===== src/rtl/ssd_scan_driver_pkg.sv =====
// ---------------------------------------------------------------------------
// ssd_scan_driver_pkg
// Shared constants for the multiplexed seven-segment scan driver.
//   SEG_TABLE_AL : hex digit -> segment pattern, active-low, bits {G,F,E,D,C,B,A}
//   SEG_OFF_AL   : all segments dark, active-low form
//   seg_lookup_al: table lookup helper used by the decoder
// ---------------------------------------------------------------------------
package ssd_scan_driver_pkg;

    localparam logic [6:0] SEG_OFF_AL = 7'b1111111;

    // Entry 15 first so that SEG_TABLE_AL[n] is the pattern for digit n.
    localparam logic [15:0][6:0] SEG_TABLE_AL = {
        7'b0001110,  // F
        7'b0000110,  // E
        7'b0100001,  // d
        7'b1000110,  // C
        7'b0000011,  // b
        7'b0001000,  // A
        7'b0010000,  // 9
        7'b0000000,  // 8
        7'b1111000,  // 7
        7'b0000010,  // 6
        7'b0010010,  // 5
        7'b0011001,  // 4
        7'b0110000,  // 3
        7'b0100100,  // 2
        7'b1111001,  // 1
        7'b1000000   // 0
    };

    function automatic logic [6:0] seg_lookup_al(input logic [3:0] nib);
        return SEG_TABLE_AL[nib];
    endfunction

endpackage


===== src/rtl/ssd_hex_decode.sv =====
// ---------------------------------------------------------------------------
// ssd_hex_decode
// Combinational 4-bit hex digit to 7-segment pattern decoder.
//   ACTIVE_LOW : 1 -> a lit segment is driven 0, 0 -> a lit segment is driven 1
//   i_nib      : hex digit to display
//   o_seg      : segment pattern {G,F,E,D,C,B,A} in the selected polarity
// ---------------------------------------------------------------------------
module ssd_hex_decode
    import ssd_scan_driver_pkg::*;
#(
    parameter bit ACTIVE_LOW = 1'b1
) (
    input  logic [3:0] i_nib,
    output logic [6:0] o_seg
);

    always_comb begin
        o_seg = seg_lookup_al(i_nib);
        if (!ACTIVE_LOW) begin
            o_seg = ~o_seg;
        end
    end

endmodule


===== src/rtl/ssd_scan_driver.sv =====
// ---------------------------------------------------------------------------
// ssd_scan_driver
// Time-multiplexed driver for a NUM_DIGITS seven-segment display. A prescaler
// divides clk into digit slots of REFRESH_DIV cycles; the digit index steps
// once per slot. New values are captured on load into a pending register and
// only copied to the display register at a frame boundary, so a frame never
// shows a mix of old and new digits. Leading zeros can be blanked, and the
// first cycle of every slot keeps all digit enables off to avoid ghosting.
//   clk, reset_n : clock, synchronous active-low reset
//   value        : hex digits, digit k at value[4k+3:4k], digit 0 rightmost
//   dp_in        : decimal point request per digit
//   load         : one-cycle strobe capturing value and dp_in
//   blank_lz     : enable leading-zero blanking
//   seg, dp, an  : registered segment, decimal point and digit enable outputs
//   pending      : a captured value is waiting for the next frame boundary
// ---------------------------------------------------------------------------
module ssd_scan_driver
    import ssd_scan_driver_pkg::*;
#(
    parameter int NUM_DIGITS  = 4,
    parameter int REFRESH_DIV = 100000,
    parameter bit ACTIVE_LOW  = 1'b1
) (
    input  logic                    clk,
    input  logic                    reset_n,
    input  logic [4*NUM_DIGITS-1:0] value,
    input  logic [NUM_DIGITS-1:0]   dp_in,
    input  logic                    load,
    input  logic                    blank_lz,
    output logic [6:0]              seg,
    output logic                    dp,
    output logic [NUM_DIGITS-1:0]   an,
    output logic                    pending
);

    localparam int IW = $clog2(NUM_DIGITS);
    localparam int PW = $clog2(REFRESH_DIV);

    localparam logic [PW-1:0]         PRESC_LAST = PW'(REFRESH_DIV - 1);
    localparam logic [IW-1:0]         IDX_LAST   = IW'(NUM_DIGITS - 1);
    localparam logic [6:0]            SEG_OFF    = ACTIVE_LOW ? SEG_OFF_AL : 7'b0000000;
    localparam logic [NUM_DIGITS-1:0] AN_OFF     = {NUM_DIGITS{ACTIVE_LOW}};
    localparam logic                  DP_OFF     = ACTIVE_LOW;

    logic [PW-1:0]           r_presc;
    logic [IW-1:0]           r_index;
    logic [4*NUM_DIGITS-1:0] r_pend_val;
    logic [NUM_DIGITS-1:0]   r_pend_dp;
    logic [4*NUM_DIGITS-1:0] r_disp_val;
    logic [NUM_DIGITS-1:0]   r_disp_dp;
    logic                    r_pending;
    logic [6:0]              r_seg;
    logic                    r_dp;
    logic [NUM_DIGITS-1:0]   r_an;

    logic                    w_tick;
    logic                    w_frame_start;
    logic [3:0]              w_cur_nib;
    logic                    w_cur_dp;
    logic [NUM_DIGITS-1:0]   w_an_onehot;
    logic [NUM_DIGITS-1:0]   w_an_active;
    logic [NUM_DIGITS-1:0]   w_blank_mask;
    logic                    w_cur_blank;
    logic [6:0]              w_dec_seg;

    assign w_tick        = (r_presc == PRESC_LAST);
    assign w_frame_start = w_tick && (r_index == IDX_LAST);
    assign w_an_onehot   = NUM_DIGITS'(1) << r_index;
    assign w_an_active   = ACTIVE_LOW ? ~w_an_onehot : w_an_onehot;
    assign w_cur_blank   = |(w_blank_mask & w_an_onehot);

    // Select the nibble and decimal point of the digit currently scanned.
    always_comb begin
        w_cur_nib = 4'h0;
        w_cur_dp  = 1'b0;
        for (int k = 0; k < NUM_DIGITS; k++) begin
            if (r_index == IW'(k)) begin
                w_cur_nib = r_disp_val[4*k +: 4];
                w_cur_dp  = r_disp_dp[k];
            end
        end
    end

    // A digit is blanked when it and every digit above it are zero; the scan
    // runs from the top digit down, accumulating the "all zero so far" flag.
    always_comb begin : blank_calc
        logic v_upper_zero;
        v_upper_zero = 1'b1;
        w_blank_mask = '0;
        for (int k = NUM_DIGITS - 1; k >= 1; k--) begin
            v_upper_zero    = v_upper_zero && (r_disp_val[4*k +: 4] == 4'h0);
            w_blank_mask[k] = blank_lz && v_upper_zero;
        end
    end

    ssd_hex_decode #(
        .ACTIVE_LOW (ACTIVE_LOW)
    ) u_decode (
        .i_nib (w_cur_nib),
        .o_seg (w_dec_seg)
    );

    always_ff @(posedge clk) begin
        if (!reset_n) begin
            r_presc    <= '0;
            r_index    <= '0;
            r_pend_val <= '0;
            r_pend_dp  <= '0;
            r_disp_val <= '0;
            r_disp_dp  <= '0;
            r_pending  <= 1'b0;
            r_seg      <= SEG_OFF;
            r_dp       <= DP_OFF;
            r_an       <= AN_OFF;
        end else begin
            r_presc <= w_tick ? '0 : r_presc + PW'(1);
            if (w_tick) begin
                r_index <= (r_index == IDX_LAST) ? '0 : r_index + IW'(1);
            end

            // A load on the frame boundary bypasses the pending register so
            // the newest value is shown without waiting a further frame.
            if (load && w_frame_start) begin
                r_disp_val <= value;
                r_disp_dp  <= dp_in;
                r_pending  <= 1'b0;
            end else if (w_frame_start && r_pending) begin
                r_disp_val <= r_pend_val;
                r_disp_dp  <= r_pend_dp;
                r_pending  <= 1'b0;
            end else if (load) begin
                r_pend_val <= value;
                r_pend_dp  <= dp_in;
                r_pending  <= 1'b1;
            end

            // Outputs lag the index by one cycle, so the cycle after a tick
            // (prescaler back at 0) is the dead cycle: enables and dp held off.
            r_seg <= w_cur_blank ? SEG_OFF : w_dec_seg;
            r_an  <= (w_tick || w_cur_blank) ? AN_OFF : w_an_active;
            r_dp  <= (w_tick || w_cur_blank || !w_cur_dp) ? DP_OFF : ~DP_OFF;
        end
    end

    assign seg     = r_seg;
    assign dp      = r_dp;
    assign an      = r_an;
    assign pending = r_pending;

endmodule


===== config.mk =====
export PLATFORM = sky130hd
export DESIGN_NAME = ssd_scan_driver
export DESIGN_NICKNAME = d
export VERILOG_FILES = /design/src/rtl/ssd_scan_driver_pkg.sv /design/src/rtl/ssd_hex_decode.sv /design/src/rtl/ssd_scan_driver.sv
export SDC_FILE = /design/constraint.sdc
export NUM_CORES = 1
export LEC_CHECK = 0
export BUFFER_PORTS_ARGS = -buffer_cell sky130_fd_sc_hd__buf_4
export CORE_ASPECT_RATIO = 0.6
export CORE_MARGIN = 3
export CORE_UTILIZATION = 45
export DETAILED_ROUTE_END_ITERATION = 16
export PLACE_DENSITY_LB_ADDON = 0.05
export SETUP_SLACK_MARGIN = 0.2
export SLEW_MARGIN = 0
export SYNTH_ARGS = -nofsm -noshare
export SYNTH_HDL_FRONTEND = slang
export SYNTH_SLANG_ARGS = --single-unit

===== constraint.sdc =====
create_clock -name clk -period 5.05 [get_ports clk]
set_clock_uncertainty 0.05 [all_clocks]
set_input_delay 1.01 -clock clk [delete_from_list [all_inputs] [get_ports clk]]
set_output_delay 1.01 -clock clk [all_outputs]
set_load 0.02 [all_outputs]

# Word level (Yosys, flattened, before mapping)
# Memory sizes are Yosys's and may differ from the RTL's. A register that Yosys moved wholly into a read port is not among the register bits.
# Cells that the tools add are included.
dict set report word_totals {
  wordCells 58
  n_memories 1
  output_inout_bits 13
  romBits 112
  ff_bits 65
  in_bits 24
}
dict set report classes {
  bitwise_logic 5
  shifts 1
  eq_ne 4
  add_sub_neg 2
  reduce_logical 22
  muxes 14
}
# name depth word_bits read_ports rd_ports_with_merged_regs wr line_no
set mem_list {}
lappend mem_list {{(no name shown)} 16 7 1 1 0 ssd_scan_driver_pkg.sv:33} ;# return SEG_TABLE_AL[nib];
# op n
set op_table {}
lappend op_table {{16-bit 2-to-1 mux} 2}
lappend op_table {{4-bit 2-to-1 mux} 6}
lappend op_table {{17-bit by 1-bit adder with 17-bit output (second input constant)} 1}
lappend op_table {{17-bit equality test (second input constant)} 1}
lappend op_table {{4-bit zero test} 3}
lappend op_table {{1-bit logical AND} 8}
lappend op_table {{1-bit 2-to-1 mux} 5}
lappend op_table {{5-bit OR reduction} 1}
lappend op_table {{4-bit bitwise AND} 1}
lappend op_table {{2-bit equality test (second input constant)} 2}
lappend op_table {{4-bit NOT} 1}
lappend op_table {{2-bit OR reduction} 2}
lappend op_table {{4-bit OR reduction} 1}
lappend op_table {{1-bit by 2-bit << shifter with 4-bit output (first input constant)} 1}
lappend op_table {{1-bit NOT} 3}
lappend op_table {{3-bit AND reduction} 1}
lappend op_table {{3-bit OR reduction} 1}
lappend op_table {{2-bit by 1-bit adder with 2-bit output (second input constant)} 1}
lappend op_table {{2-bit by 1-bit equality test with 1-bit output (second input constant)} 1}
lappend op_table {{2-bit zero test} 1}
lappend op_table {{1-bit logical OR} 2}
lappend op_table {{2-bit 2-to-1 mux} 1}
lappend op_table {{2-bit nonzero test} 1}
lappend op_table {{1-bit zero test} 1}

# Longest topological paths before layout
# Gate-level depths: netlist of the first run.
dict set report depth {
  word_depth 9
  ltp_mapped 11
  depth_no_buf 9
}

# Hierarchy
# A second synthesis of the first run with hierarchy kept.
dict set report unflattened {
  cells_unflattened 410
  hier_area_um2 3716.1
}
# mod n_inst seq_area_each_um2 cells_per_inst area_per_inst_um2
set by_module_without_submodules {}
lappend by_module_without_submodules {ssd_scan_driver 1 1441.4 375 3444.6}
lappend by_module_without_submodules {ssd_hex_decode 1 0.0 35 271.5}

# Worst setup path before layout of the first run
# OpenSTA, ideal clock, no wires.
dict set report synth_timing {
  path_kind {register -> register}
  from {reg r_index[0]}
  to {reg r_seg[3], in the netlist seg[3]}
  t_arrival_ps 2207
  period_less_slack_ps 2387
  path_buffers 2
  required_ps 4869
  slack_ps 2663
  path_stages_with_launch 12
  setup_time_ps 131
  path_cell_list {dfxtp_1 > ha_1 > buf_6 > buf_2 > nor2_1 > a22o_1 > a31oi_1 > inv_1 > ha_1 > nor2b_1 > a211oi_1 > o21ai_0}
}
dict set report synth_via {
  elab_chain_cells 5
  elab_cells_between_ends 11
  cone_classes {3 x eq/ne; 1 x shift; 4 x mux; 1 x bitwise; 2 x reduce/logical}
}
# element line_no
set synth_lines {}
lappend synth_lines {{from (decl)} ssd_scan_driver.sv:46} ;# logic [IW-1:0] r_index;
lappend synth_lines {{from (signal assigned)} ssd_scan_driver.sv:118} ;# r_index <= (r_index == IDX_LAST) ? '0 : r_index + IW'(1);
lappend synth_lines {{2-bit zero test} ssd_scan_driver.sv:77} ;# if (r_index == IW'(k)) begin
lappend synth_lines {{4-bit 2-to-1 mux (4 in series)} ssd_scan_driver.sv:77}
lappend synth_lines {{to (decl)} ssd_scan_driver.sv:52} ;# logic [6:0] r_seg;
# Parallel ways exist; a longest one is shown, timed or not.
# A chain may end at the register's enable or synchronous reset.

# Final worst setup path of the first run
# Same ends and word-level chain as after synthesis.

==> reports/metrics.json, run 1 <==
{
  "placed_design": {
    "area_post_placement_mm2": 0.003566,
    "dp_worst_setup_slack_ns": 2.121,
    "portBuffers": 36,
    "gp_congestion": 0.8584,
    "place_hpwl_mm": 5.043
  },
  "global_routing": {
    "grt.overflow.total": 0,
    "combined_global_route_utilization_of_all_metal_layers_pct": 19.10,
    "grt_first_pass_wirelength_mm": 12.39,
    "first_global_vias": 2444,
    "antenna_found_initial": 0,
    "pin_count_of_the_biggest_net_entering_global_routing": 24
  },
  "route": {
    "initialDrtViolationCount": 195,
    "drt_pass_1_iters": 6,
    "ant_nets": 0,
    "wl_mm": 7.213,
    "routed_wire_length_per_instance_um": 15.15,
    "per_cell_via_count_in_the_routed_design": 5.397,
    "num_vias": 2569,
    "post-route-drc-count": 0
  },
  "min_path": {
    "min-delay-path-class": "reg -> reg"
  },
  "power_and_ir_drop": {
    "netSwitchingFraction_pct": 21.65,
    "total_power_w": 0.001331,
    "power_per_cell_area_mw_per_mm2": 342.6,
    "combinationalPowerShare_pct": 5.9,
    "max-vdd-ir-drop_mv": 0.2077,
    "p_int_w": 0.001042,
    "p_switching_w": 0.0002881,
    "leakagePower_nw": 1.509,
    "clockPowerShare_pct": 49.7,
    "pwr-share-seq_pct": 44.4
  },
  "synth": {
    "netlist_instances": 355,
    "synthesis.area_mm2": 0.003297,
    "seq_cells_post_synth": 72,
    "synth_top_flop_cell": "sky130_fd_sc_hd__dfxtp_1",
    "synth-warning-count": 0,
    "avg_inst_size_synth_um2": 9.287,
    "post_synth_edffs": 0,
    "register_area_share_after_synthesis_pct": 43.72,
    "synth_fp_nets": 390,
    "synthArstFlopShare_pct": 0,
    "netlist-cell-type-count": 52
  },
  "critical_path": {
    "setup.worst_path.class": "reg -> reg",
    "required_time_worst_endpoint_ns": 5.20,
    "critical_path_arrival_ns": 3.10,
    "critical_path.startpoint_type": "flop",
    "cp_max_fo": 19,
    "worst_setup_path_end_kind": "flop"
  },
  "clocking": {
    "clock_tree.htree_level_count": 3,
    "cts_sinks": 72,
    "cts_hold_repair.buffers": 0,
    "clkSlewWorstSetupHoldPaths_ns": 0.06,
    "worstSkewPairLatency_ns": 0.34,
    "post_cts_resize_count": 0,
    "cts_made_buffers": 9,
    "cts_tree": "done",
    "cts_setup_buffers": 0,
    "cts_buffer_depth": 2,
    "root_buffer": "sky130_fd_sc_hd__clkbuf_16"
  },
  "finish": {
    "antenna_cells_inserted": 0,
    "stdcell_area_mm2": 0.003884,
    "final_net_count": 419,
    "post-route-util_pct": 56.47,
    "areaGrowthSynthToFinish_pct": 17.80,
    "final_layout_size_suffix_gt1_share_pct": 18.25
  },
  "floorplanning": {
    "number_of_ports_placed_on_the_die_boundary": 37,
    "core_region_area_mm2": 0.006878,
    "start_util_pct": 47.94,
    "die_width_um": 116.5,
    "floorplan.die_area_mm2": 0.008423,
    "placementRows": 23,
    "floorplan.die.height_um": 72.30
  },
  "sta": {
    "min_period_ns": 2.956,
    "max_freq_mhz": 338.3,
    "tightest_slew_ns": 0.9353,
    "final_worst_slack_ns": 2.094,
    "post-route-period-util_pct": 58.54,
    "totalNegativeSetupSlack_ns": 0,
    "report.final.setup_viol": 0,
    "rsz0062_at_grt": "no",
    "final_hold_viol_count": 0,
    "maxSlewHeadroom_pct": 37.49,
    "final-max-slew-violation-count": 0
  },
  "outcome": {
    "outcome": "finished, final reports clean"
  },
  "flow_run": {
    "maxCapViolations": 0
  }
}
==> placed cells by master, fill, tap and decap left out, types with 3 or more instances in the layout <==
cell type / instances
sky130_fd_sc_hd__nand3b_1: 4
sky130_fd_sc_hd__xnor2_1: 8
sky130_fd_sc_hd__o221ai_1: 5
sky130_fd_sc_hd__and4_1: 3
sky130_fd_sc_hd__a22oi_1: 20
sky130_fd_sc_hd__clkbuf_16: 9
sky130_fd_sc_hd__nand2_1: 45
sky130_fd_sc_hd__xor2_1: 8
sky130_fd_sc_hd__nor4_1: 4
sky130_fd_sc_hd__nand4_1: 3
sky130_fd_sc_hd__dfxtp_1: 72
sky130_fd_sc_hd__nand3_1: 7
sky130_fd_sc_hd__o21ai_1: 20
sky130_fd_sc_hd__nor3b_1: 3
sky130_fd_sc_hd__mux2i_1: 23
sky130_fd_sc_hd__clkbuf_8: 3
sky130_fd_sc_hd__ha_1: 11
sky130_fd_sc_hd__a21oi_1: 7
sky130_fd_sc_hd__nor2b_1: 5
sky130_fd_sc_hd__inv_1: 9
sky130_fd_sc_hd__nor2_1: 42
sky130_fd_sc_hd__buf_4: 38
==> kinds of logic after synthesis <==
family                   synth area share, %
multiplexers                           6.983
adder cells (fa/ha/maj)                4.175
AO/OA/AOI/OAI                          14.42
flip-flops                             43.72
AND/OR/NAND/NOR                        21.52
XOR/XNOR                               4.251
buffers and inverters                  4.933
==> sequential cells by signal (all words and copies together) (netlist names) <==
signal      flops
r_presc        17
r_disp_val     16
r_pend_val     16
seg             7
an              4
r_disp_dp       4
r_pend_dp       4
r_index         2
dp              1
pending         1
==> worst max-delay path, stage by stage, from the launching register on <==
cell and delay [ns]:
sky130_fd_sc_hd__dfxtp_1 0.42, sky130_fd_sc_hd__ha_1 0.65, sky130_fd_sc_hd__nor2_1 0.09, sky130_fd_sc_hd__a22o_1 0.22
sky130_fd_sc_hd__a31oi_1 0.45, sky130_fd_sc_hd__inv_1 0.18, sky130_fd_sc_hd__ha_1 0.30, sky130_fd_sc_hd__nor2b_1 0.15
sky130_fd_sc_hd__a211oi_1 0.21, sky130_fd_sc_hd__o21ai_0 0.10
==> metal layers <==
layer / global-route usage [%] / vias to the layer above / part of all wire [%]
met1: 29.29 / 1193 / 55
met3: 6.167 / 9 / 6.4
met2: 23.64 / 63 / 37
li1: - / 1304 / -
met4: 8.494 / 0 / 1.6
met5: 0 / - / 0
==> synthesized netlist by cell type (3+ instances only) <==
library cell               number  area (um2)
sky130_fd_sc_hd__dfxtp_1       72        1441
sky130_fd_sc_hd__nand2_1       45       168.9
sky130_fd_sc_hd__nor2_1        42       157.7
sky130_fd_sc_hd__mux2i_1       23       230.2
sky130_fd_sc_hd__a22oi_1       20       150.1
sky130_fd_sc_hd__o21ai_1       20       100.1
sky130_fd_sc_hd__ha_1          11       137.6
sky130_fd_sc_hd__inv_1          9       33.78
sky130_fd_sc_hd__xnor2_1        8       70.07
sky130_fd_sc_hd__xor2_1         8       70.07
sky130_fd_sc_hd__a21oi_1        7       35.03
sky130_fd_sc_hd__clkbuf_1       7       26.28
sky130_fd_sc_hd__nand3_1        7       35.03
sky130_fd_sc_hd__buf_2          6       30.03
sky130_fd_sc_hd__buf_6          5       56.30
sky130_fd_sc_hd__nor2b_1        5       31.28
sky130_fd_sc_hd__o221ai_1       5       43.79
sky130_fd_sc_hd__nand3b_1       4       30.03
sky130_fd_sc_hd__nor4_1         4       25.02
sky130_fd_sc_hd__and4_1         3       26.28
sky130_fd_sc_hd__nand4_1        3       18.77
sky130_fd_sc_hd__nor3b_1        3       22.52
==> power by group through the flow <==
| stage | registers, W | logic, W | clock network [W] |
|---|---|---|---|
| 3_3_place_gp | 0.000603 | 0.0000784 | 0 |
| 6_report | 0.000591 | 0.0000779 | 0.000661 |
| 3_5_place_dp | 0.000604 | 0.0000786 | 0 |
| 4_1_cts | 0.000591 | 0.0000788 | 0.000675 |
| 2_1_floorplan | 0.000606 | 0.0000439 | 0 |
| 5_1_grt | 0.000593 | 0.0000873 | 0.000701 |
==> final cells by class <==
class | instances | area, um2
Multi-Input combinational cell | 253 | 1693
Clock buffer | 12 | 266.5
Fill cell | 651 | 2994
Tap cell | 87 | 108.9
Clock inverter | 4 | 51.30
Inverter | 10 | 37.54
Timing Repair Buffer | 38 | 285.3
Sequential cell | 72 | 1441
==> stage by stage <==
stage               std cells  hold slack [ns]
global placement          460           0.3949
detailed placement        460           0.4011
CTS                       476           0.4121
floorplan                 355           0.3796
finish                    476           0.4086
global route              476           0.4264
==> final timing paths <==
check	start	slack, ns	end	depth (start not counted)
max	r_index[0]	2.09	seg[3]	9
min	r_presc[0]	0.41	r_presc[0]	1
max reg2reg	r_index[0]	2.09	seg[3]	9
min reg2reg	r_presc[0]	0.41	r_presc[0]	1
(Power assumes the default switching activity.)
==> run 2: changes to the inputs <==
Clock period 5.05 ns to 2.8 ns, I/O delays scaled along.
==> run 2 against run 1 <==
  * Sequential share of layout area shrank 0.78 points
  * First-iteration DRC count grew 8.2%
  * Largest cell class unchanged
  * Wire length decreased by 0.92%
  * Setup slack worse by 1.6 ns
  * Via count is 1.3% higher
  * Critical path type unchanged
  * Clock-buffer cell count did not move
  * Utilization rose by 1.2 points
  * Clock power is 85% higher
  * Non-clock buffer count increased by 10
==> reports/metrics.json, run 2 (synthesis results as in run 1) <==
{
  "clocking": {
    "cts_hold_repair.buffers": 0,
    "clock_tree.htree_level_count": 3,
    "root_buffer": "sky130_fd_sc_hd__clkbuf_16",
    "cts_buffer_depth": 2,
    "cts_made_buffers": 9,
    "cts_sinks": 72,
    "cts_tree": "done",
    "worstSkewPairLatency_ns": 0.33,
    "clkSlewWorstSetupHoldPaths_ns": 0.05
  },
  "floorplanning": {
    "die_width_um": 116.5,
    "floorplan.die.height_um": 72.30,
    "start_util_pct": 47.94,
    "number_of_ports_placed_on_the_die_boundary": 37,
    "placementRows": 23,
    "core_region_area_mm2": 0.006878,
    "floorplan.die_area_mm2": 0.008423
  },
  "critical_path": {
    "ff_to_ff_start": "r_index[0]",
    "cp_top_family": "compound AO/OA/AOI/OAI gates",
    "critical_path_arrival_ns": 2.50,
    "worst_r2r_path_depth": 9,
    "r2r_setup_slack_ns": 0.45,
    "critical_path.startpoint_type": "flop",
    "critical_path.max_stage_delay_ns": 0.41,
    "r2r_end": "seg[3]",
    "worst_setup_path_end_kind": "flop",
    "cp_cell_sequence": "inv_1 > ha_1 > a211oi_1 > a211oi_2 > buf_4 > ha_1 > nor2b_1 > a211oi_1 > o21ai_0",
    "cp_max_fo": 9,
    "required_time_worst_endpoint_ns": 2.96,
    "cp_slowest_cell": "sky130_fd_sc_hd__dfxtp_1",
    "setup.worst_path.class": "reg -> reg",
    "critPathBufInv": 2
  },
  "min_path": {
    "hold-path-cell-count": 2,
    "hold_start": "r_disp_dp[3]",
    "min-delay-path-class": "reg -> reg",
    "holdPathEnd": "r_disp_dp[3]"
  },
  "route": {
    "wl_mm": 7.147,
    "routed_wire_length_per_instance_um": 14.74,
    "ant_nets": 0,
    "drt_pass_1_iters": 4,
    "post-route-drc-count": 0,
    "num_vias": 2602,
    "initialDrtViolationCount": 211,
    "per_cell_via_count_in_the_routed_design": 5.365
  },
  "sta": {
    "final_hold_viol_count": 0,
    "rsz0062_at_grt": "no",
    "min_period_ns": 2.347,
    "totalNegativeSetupSlack_ns": 0,
    "tightest_slew_ns": 0.6765,
    "max_freq_mhz": 426.1,
    "post-route-period-util_pct": 83.81,
    "final-max-slew-violation-count": 0,
    "report.final.setup_viol": 0,
    "maxSlewHeadroom_pct": 54.90
  },
  "power_and_ir_drop": {
    "p_int_w": 0.001943,
    "combinationalPowerShare_pct": 6.0,
    "clockPowerShare_pct": 50.2,
    "leakagePower_nw": 1.558,
    "power_per_cell_area_mw_per_mm2": 613.7,
    "max-vdd-ir-drop_mv": 0.3694,
    "pwr-share-seq_pct": 43.8,
    "netSwitchingFraction_pct": 20.21,
    "p_switching_w": 0.0004920
  },
  "finish": {
    "final_layout_size_suffix_gt1_share_pct": 20.35,
    "flip_flop_count_of_the_largest_register_all_copies_and_words_added": 17,
    "areaGrowthSynthToFinish_pct": 20.34,
    "final_net_count": 429,
    "mostFrequentLayoutCell": "sky130_fd_sc_hd__dfxtp_1",
    "post-route-util_pct": 57.69,
    "filler_cell_count": 633,
    "largest_registers": "r_presc (17), r_disp_val (16), r_pend_val (16)",
    "registers.top_by_ff_count": "r_presc",
    "most-common-layout-cells": "sky130_fd_sc_hd__dfxtp_1 (72), sky130_fd_sc_hd__buf_4 (48), sky130_fd_sc_hd__nand2_1 (45)",
    "antenna_cells_inserted": 0
  },
  "global_routing": {
    "grt.overflow.total": 0,
    "pin_count_of_the_biggest_net_entering_global_routing": 24,
    "combined_global_route_utilization_of_all_metal_layers_pct": 19.23,
    "first_global_vias": 2519,
    "grt_first_pass_wirelength_mm": 12.54,
    "antenna_found_initial": 0
  },
  "placed_design": {
    "portBuffers": 36,
    "place_hpwl_mm": 5.179,
    "gp_congestion": 0.8991
  },
  "flow_run": {
    "maxCapViolations": 0
  },
  "outcome": {
    "outcome": "finished, final reports clean"
  }
}
run 2: changes by cell type in the layout (fill, tap and decap cells not counted), sizes merged:
cell | previous run | this run
buf | 38 | 48
clkinvlp | 1 | 0
clkinv | 2 | 1
bufinv | 1 | 2
run 2: worst register-to-register path: stages, from the launching register on:
cell and delay (ns):
sky130_fd_sc_hd__dfxtp_1 0.41, sky130_fd_sc_hd__inv_1 0.10, sky130_fd_sc_hd__ha_1 0.32, sky130_fd_sc_hd__a211oi_1 0.33
sky130_fd_sc_hd__a211oi_2 0.15, sky130_fd_sc_hd__buf_4 0.16, sky130_fd_sc_hd__ha_1 0.24, sky130_fd_sc_hd__nor2b_1 0.16
sky130_fd_sc_hd__a211oi_1 0.22, sky130_fd_sc_hd__o21ai_0 0.09
run 2: power groups by stage:
stage	Sequential, W	Combinational [W]	Clock [W]
after floorplan	0.00109	0.0000792	0
after global placement	0.00109	0.000144	0
after detailed placement	0.00109	0.000147	0
after CTS	0.00107	0.000147	0.00125
after global routing	0.00107	0.000162	0.00130
final	0.00107	0.000145	0.00122
run 2: timing repair:
item | 4_1_cts | 5_1_grt
endpoints found under the setup margin | 0 | 3
gates resized for setup | 0 | 2
setup buffers | 0 | 2
run 2: worst max-delay path by stage:
stage               startpoint     end  depth (start not counted)
detailed placement  r_index[0]  seg[3]                          9
global route        r_index[0]  seg[3]                          9
finish              r_index[0]  seg[3]                          9
CTS                 r_index[0]  seg[3]                          9
global placement    r_index[1]  seg[3]                          9
floorplan           r_index[0]  seg[3]                         11
run 2: layout make-up:
class / count / area, um2 / area share, %
Clock inverter: 3 / 65.06 / 1.640
Inverter: 10 / 37.54 / 0.9461
Clock buffer: 12 / 256.5 / 6.465
Multi-Input combinational cell: 253 / 1698 / 42.79
Sequential cell: 72 / 1441 / 36.33
Timing Repair Buffer: 48 / 360.3 / 9.082
Tap cell: 87 / 108.9 / 2.744
run 2: per-stage QoR:
step	cells	worst slack, ns	total power (W)	area [um2]	hold slack [ns]
final	485	0.4532	0.002435	3968	0.4001
after global routing	485	0.2250	0.002533	3968	0.4186
after CTS	483	0.4149	0.002468	3948	0.4043
after detailed placement	468	0.4371	0.001235	3626	0.3960
after global placement	468	0.5379	0.001232	3626	0.3928
after floorplan	355	0.4125	0.001173	3297	0.3796
run 2: routing by layer:
layer  global-route usage, %  part of all wire (%)
met3                   6.417                   5.9
met2                   25.03                    38
met5                       0                     0
met4                   6.950                   1.6
met1                   29.02                    55
